[src/rtl/div_issue_ctrl.sv]
// Execute-stage initiator for the iterative divider handshake (Start/Enable/Annul/Ready).
// Issues DIV/DIVU, stalls the pipeline until Ready, commits into HI/LO and handles MTHI/MTLO.
module div_issue_ctrl #(
  parameter logic [5:0] WATCHDOG = 6'd32
) (
  input  logic        clk,
  input  logic        rst,
  input  logic        ex_valid,
  input  logic [2:0]  ex_op,
  input  logic [31:0] ex_rs,
  input  logic [31:0] ex_rt,
  input  logic        flush,
  output logic        stall,
  output logic        div_signed,
  output logic [31:0] div_a,
  output logic [31:0] div_b,
  output logic        div_start,
  output logic        div_enable,
  output logic        div_annul,
  input  logic [63:0] div_result,
  input  logic        div_ready,
  output logic [31:0] hi,
  output logic [31:0] lo,
  output logic        div_err
);

  localparam logic [2:0] OP_DIV  = 3'b001;
  localparam logic [2:0] OP_DIVU = 3'b010;
  localparam logic [2:0] OP_MTHI = 3'b011;
  localparam logic [2:0] OP_MTLO = 3'b100;

  typedef enum logic [1:0] {IDLE, WAIT, ACK} state_t;

  state_t      state, state_nx;
  logic [5:0]  wd_cnt;
  logic [5:0]  wd_inc;
  logic        ex_live;
  logic        div_op;
  logic        mthi_op;
  logic        mtlo_op;
  logic        issue;
  logic        commit;
  logic        cancel;
  logic        timeout;

  assign ex_live = ex_valid & ~flush;
  assign div_op  = ex_live & ((ex_op == OP_DIV) | (ex_op == OP_DIVU));
  assign mthi_op = ex_live & (ex_op == OP_MTHI);
  assign mtlo_op = ex_live & (ex_op == OP_MTLO);
  assign wd_inc  = wd_cnt + 6'd1;

  // Flush beats ready in WAIT; the watchdog only fires when neither is present.
  always_comb begin
    state_nx = state;
    stall    = 1'b0;
    issue    = 1'b0;
    commit   = 1'b0;
    cancel   = 1'b0;
    timeout  = 1'b0;
    case (state)
      IDLE: begin
        if (div_op && (ex_rt != 32'd0)) begin
          issue    = 1'b1;
          stall    = 1'b1;
          state_nx = WAIT;
        end
      end
      WAIT: begin
        if (flush) begin
          cancel   = 1'b1;
          state_nx = IDLE;
        end else if (div_ready) begin
          commit   = 1'b1;
          state_nx = ACK;
        end else if (wd_inc == WATCHDOG - 6'd1) begin
          timeout  = 1'b1;
          state_nx = IDLE;
        end else begin
          stall    = 1'b1;
        end
      end
      ACK: begin
        stall    = div_op;
        state_nx = IDLE;
      end
      default: state_nx = IDLE;
    endcase
  end

  // Handshake outputs are registered from the next state so they line up with it.
  always_ff @(posedge clk or posedge rst) begin
    if (rst) begin
      state      <= IDLE;
      div_a      <= 32'd0;
      div_b      <= 32'd0;
      div_signed <= 1'b0;
      div_start  <= 1'b0;
      div_enable <= 1'b0;
      div_annul  <= 1'b0;
      div_err    <= 1'b0;
      wd_cnt     <= 6'd0;
      hi         <= 32'd0;
      lo         <= 32'd0;
    end else begin
      state      <= state_nx;
      div_start  <= (state_nx == WAIT);
      div_enable <= commit;
      div_annul  <= cancel | timeout;
      if (issue) begin
        div_a      <= ex_rs;
        div_b      <= ex_rt;
        div_signed <= (ex_op == OP_DIV);
        div_err    <= 1'b0;
        wd_cnt     <= 6'd0;
      end else begin
        if (state == WAIT) begin
          wd_cnt <= wd_inc;
        end
        if (timeout) begin
          div_err <= 1'b1;
        end
      end
      if (commit) begin
        hi <= div_result[63:32];
        lo <= div_result[31:0];
      end else if (state != WAIT) begin
        if (mthi_op) begin
          hi <= ex_rs;
        end
        if (mtlo_op) begin
          lo <= ex_rs;
        end
      end
    end
  end

endmodule

[config.mk]
export PLATFORM = sky130hd
export DESIGN_NAME = div_issue_ctrl
export DESIGN_NICKNAME = d
export VERILOG_FILES = /design/src/rtl/div_issue_ctrl.sv
export SDC_FILE = /design/constraint.sdc
export NUM_CORES = 1
export LEC_CHECK = 0
export CAP_MARGIN = 20
export CORE_MARGIN = 1
export CORE_UTILIZATION = 30
export DETAILED_ROUTE_END_ITERATION = 16
export PLACE_DENSITY = 0.71
export SLEW_MARGIN = 20
export SYNTH_ARGS = -nofsm -noshare
export SYNTH_HDL_FRONTEND = slang
export SYNTH_SLANG_ARGS = --single-unit
[constraint.sdc]
create_clock -name clk -period 10.8 [get_ports clk]
set_input_delay 2.16 -clock clk [delete_from_list [all_inputs] [get_ports clk]]
set_output_delay 2.16 -clock clk [all_outputs]
set_load 0.01 [all_outputs]
# After elaboration in Yosys (flattened, before gate mapping)
# Cells that the tools add are included.
[word_totals]
register_bits = 141
inputBits = 136
out_inout_bits = 134
elab_cells = 68
[classes]
n_addsub = 1
eq_ne = 9
n_mux = 30
bitwise_logic = 7
reduce_logical = 10
[op_table]
columns = ["op", "count"]
rows = [
  ["$mux 32", 6],
  ["$reduce_bool 32->1", 1],
  ["$mux 1", 16],
  ["$mux 6", 2],
  ["$reduce_bool 2->1", 5],
  ["$mux 2", 4],
  ["$add 6x1->6 const B", 1],
  ["$eq 3x2->1 const B", 2],
  ["$eq 6x5->1 const B", 1],
  ["$and 1x1->1", 4],
  ["$eq 2x1->1 const B", 2],
  ["$pmux 2 s2", 1],
  ["$reduce_and 2->1", 2],
  ["$eq 3x1->1 const B", 1],
  ["$eq 3x3->1 const B", 1],
  ["$pmux 1 s3", 1],
  ["$eq 2x2->1 const B", 1],
  ["$logic_not 2->1", 1],
  ["$ne 2x1->1 const B", 1],
  ["$or 1x1->1", 2],
  ["$logic_and 1x1->1", 1],
  ["$not 1->1", 1],
]

# Longest topological paths before layout
[depth]
ltp_word = 8
ltp_mapped = 7

# Least setup slack after synthesis
# OpenSTA, ideal clock, no wires.
[synth_path]
path_type = "input -> output"
start = "in ex_rt[26]"
end = "out stall"
t_arrival_ps = 2914
setup_slack_ps = 5726
cell_stages = 4
path_cell_list = "nor4_1 > nand4_1 > o31ai_1 > nand2_1"
[synth_between]
elab_chain_len = 4
[synth_rtl]
columns = ["element", "line", "source"]
rows = [
  ["from (decl)", "11", "input logic [31:0] ex_rt,"],
  ["$reduce_bool 32->1", "62", "if (div_op && (ex_rt != 32'd0)) begin"],
  ["$logic_and 1x1->1", "62", ""],
  ["$mux 1", "62", ""],
  ["$pmux 1 s3", "60", "case (state)"],
  ["to (decl)", "13", "output logic stall,"],
]
# Every way passes these cells.

# Final worst setup path
[layout_path]
start = "in ex_rt[10]"
end = "out stall"
# The elaborated chain is that of the path after synthesis.

==> results_dict.tcl <==
set metrics [dict create \
    placeableCoreArea_mm2 0.0202 \
    post-route-period-util_pct 58.2 \
    synthDominantAreaCellType "sky130_fd_sc_hd__dfrtp_1" \
    clock_path_buffers 2 \
    timing.critical_path.arrival_ns 4.13 \
    synth-edff-count 0 \
    run_status "finished clean" \
    synthDistinctLibCells 40 \
    cts_hold_buf 0 \
    power_density_mw_per_mm2 205 \
    timing.final.crit_period_ns 6.29 \
    ctsHtreeMaxLevel 4 \
    synth_top_cell_area_share_pct 57.4 \
    ff_latch_area_mm2 0.00353 \
    first_pass_iters 4 \
    gp_congestion 0.807 \
    die_h_um 145 \
    die_area_mm2 0.0211 \
    worstHoldPathType "reg2reg" \
    setup_crit_end_kind "primary output" \
    timing.fmax_mhz 159 \
    clock_tree.root_cell "sky130_fd_sc_hd__clkbuf_16" \
    core.rowCount 52 \
    critPathMaxStageDelay_ns 0.49 \
    grt_pass1_vias 5070 \
    grt_antenna_before_repair 0 \
    post_synth_main_area_contributors "sky130_fd_sc_hd__dfrtp_1 (57%), sky130_fd_sc_hd__mux2_4 (9.5%), sky130_fd_sc_hd__o21ai_0 (5.4%)" \
    antenna_left 0 \
    ioPinCount 270 \
    initial_core_util_pct 30.5 \
    post_cts_resized 0 \
    cts_tree "done" \
    remaining_drc_errors 0 \
    cpMostUsedCell "sky130_fd_sc_hd__clkdlybuf4s50_1" \
    drive_above_1_share_pct 13.9 \
    post_drt_via_cell_ratio 4.50 \
    pwr-share-clk_pct 31.9 \
    critical_path.max_fanout 2 \
    hold_viol 0 \
    cts_inserted_buffers 17 \
    net_count_reported_at_finish 932 \
    grt-ovfl-total 0 \
    cp_top_family "buffers and inverters" \
    n_antenna_cell 0 \
    setup_violations 0 \
    ir_drop_mv 0.101 \
    route.final.wire_length_um 17000 \
    wire_length_of_the_first_global_routing_pass_um 27700 \
    die_width_um 145 \
    multiInputGateArea_mm2 0.00244 \
    ys_dominant_reg_cell "sky130_fd_sc_hd__dfrtp_1" \
    tns_ns 0 \
    clock_sinks 141 \
    syn_to_final_growth_pct 57.7 \
    power_frac_seq_pct 37.8 \
    async_flop_share_pct 100 \
    clk_pin_slew_ns 0.06 \
    worst-slew-pin-transition_ns 1.03 \
    worst_ep_required_time_ns 8.64 \
    critical_path_buf_inv_count 2 \
    post_cts_buffers 0 \
    finish.instance_area_mm2 0.00970 \
    critical_path_class "in2out" \
    critical_path.cell_chain "clkdlybuf4s50_1, nor4_1, nand4_1, o31ai_1, nand2_1, clkdlybuf4s50_1" \
    num_vias 4850 \
    synth.ff_latch_count 141 \
    seq_area_frac_synth_pct 57.4 \
    netSwitchingFraction_pct 27.8 \
    mappedNetlistNets 669 \
    drv.max_cap_violation_count 0 \
    power_report.internal_total_mw 1.44 \
    cpMaxStageDelayCell "sky130_fd_sc_hd__clkdlybuf4s50_1" \
    report.final.slew_viol_count 0 \
    portion_of_total_power_attributed_to_combinational_logic_pct 30.3 \
    grt_start_max_net_pins 99 \
    detail_route.wl_per_cell_um 15.8 \
    filler_cell_count 1853 \
    detailed_place.area_mm2 0.00906 \
    clock_latency_ns 0.41 \
    power.net_switching_mw 0.553 \
    clock-skew-final_ns 0.00731 \
    maxSlewHeadroom_pct 31.1 \
    post_synth_inst_count 531 \
    rsz0062_at_grt "false" \
    detailed_place_hpwl_um 11900 \
    synth.yosys.warnings 0 \
    global_route.usage.total_pct 16.9 \
    numPortBuffers 269 \
    detailedRoute.firstIterationViolations 140 \
    worstSetupStartpointType "input pin" \
    syn_area_mm2 0.00615 \
    leakage_nw 4.25 \
    syn_area_per_cell_um2 11.6 \
]
power groups by stage:
stage                     combinational [mW]  sequential, mW  clock (mW)
after floorplan                        0.169           0.817           0
final                                  0.602           0.752       0.634
after detailed placement               0.606           0.760           0
after global placement                 0.604           0.755           0
after global routing                   0.647           0.772       0.677
after CTS                              0.609           0.753       0.654
state kept, by name, summed over array words and instances, names as in the netlist:
signal	cells
state	2
div_enable	1
div_start	1
div_annul	1
div_err	1
div_signed	1
div_a	32
wd_cnt	6
lo	32
hi	32
div_b	32
synthesized netlist by cell type, drive strengths merged, types with 3 or more instances:
cell,instances
dfrtp,141
nand2,72
o21ai,66
a21oi,65
mux2,64
nor2b,32
buf,21
nand3,13
clkbuf,10
nor4,10
inv,5
nand4,3
nor2,3
or3,3
worst register-to-register path: stages (launching register included):
cell and delay [ns]:
sky130_fd_sc_hd__dfrtp_1 0.43, sky130_fd_sc_hd__nand2b_2 0.34, sky130_fd_sc_hd__nor3b_4 0.30, sky130_fd_sc_hd__buf_4 0.83
sky130_fd_sc_hd__a31oi_4 0.02, sky130_fd_sc_hd__buf_4 0.34, sky130_fd_sc_hd__nand2_1 0.20, sky130_fd_sc_hd__o21ai_0 0.10
cells by family (layout without fill, tap and decap cells):
group / count (synthesis) / after routing / synth area share (%)
AND/OR/NAND/NOR: 146 / 146 / 12.2
flip-flops: 141 / 141 / 57.4
AO/OA/AOI/OAI: 140 / 140 / 12.1
multiplexers: 64 / 64 / 14.1
buffers and inverters: 36 / 312 / 3.48
adder cells (fa/ha/maj): 2 / 2 / 0.407
XOR/XNOR: 2 / 2 / 0.285
path summary, 6_finish.rpt:
check                               start   endpoint  slack, ns  cells past startpoint
worst max-delay path            ex_rt[10]      stall       4.51                      6
worst min-delay path                hi[1]      hi[1]       0.48                      2
worst max register to register   state[1]      lo[2]       8.10                      7
worst min register to register      hi[1]      hi[1]       0.48                      2
max in group asynchronous             rst     lo[19]       7.19                      3
min in group asynchronous             rst  div_b[15]       2.23                      2
per-layer routing:
metal | vias to the layer above | track usage (%) | routed length (um)
li1 | 2383 | - | -
met2 | 163 | 27.1 | 8000
met3 | 5 | 6.32 | 1270
met1 | 2299 | 21.3 | 7670
met5 | - | 0 | 0
met4 | 0 | 4.11 | 106
cell usage in the layout, fill, tap and decap left out, types with 6 or more instances in the layout:
cell                              count
sky130_fd_sc_hd__clkdlybuf4s50_1    269
sky130_fd_sc_hd__dfrtp_1            141
sky130_fd_sc_hd__nand2_1             72
sky130_fd_sc_hd__o21ai_0             66
sky130_fd_sc_hd__a21oi_1             65
sky130_fd_sc_hd__mux2_4              39
sky130_fd_sc_hd__nor2b_1             32
sky130_fd_sc_hd__mux2_2              25
sky130_fd_sc_hd__clkbuf_16           17
sky130_fd_sc_hd__nand3_1             13
sky130_fd_sc_hd__nor4_1               9
sky130_fd_sc_hd__inv_6                7
sky130_fd_sc_hd__buf_4                6
through the flow:
stage | hold slack, ns | setup WS, ns | util [%] | instances | total power, mW
detailed placement | 0.469 | 4.52 | 44.9 | 1045 | 1.37
finish | 0.478 | 4.51 | 48.1 | 1077 | 1.99
global placement | 0.460 | 4.52 | 44.9 | 1045 | 1.36
floorplan | 0.500 | 4.86 | - | 531 | 0.985
global route | 0.505 | 4.38 | 48.1 | 1077 | 2.10
CTS | 0.483 | 4.51 | 48.1 | 1077 | 2.02
area by class of cell:
| type | instances | share of cell area [%] |
|---|---|---|
| multi-input cells | 354 | 25.1 |
| well taps | 270 | 3.48 |
| inverters | 5 | 0.245 |
| clock inverters | 15 | 2.13 |
| clock buffers | 17 | 4.39 |
| flip-flops and latches | 141 | 36.4 |
| repair buffers | 275 | 28.2 |
(Power assumes the default switching activity.)
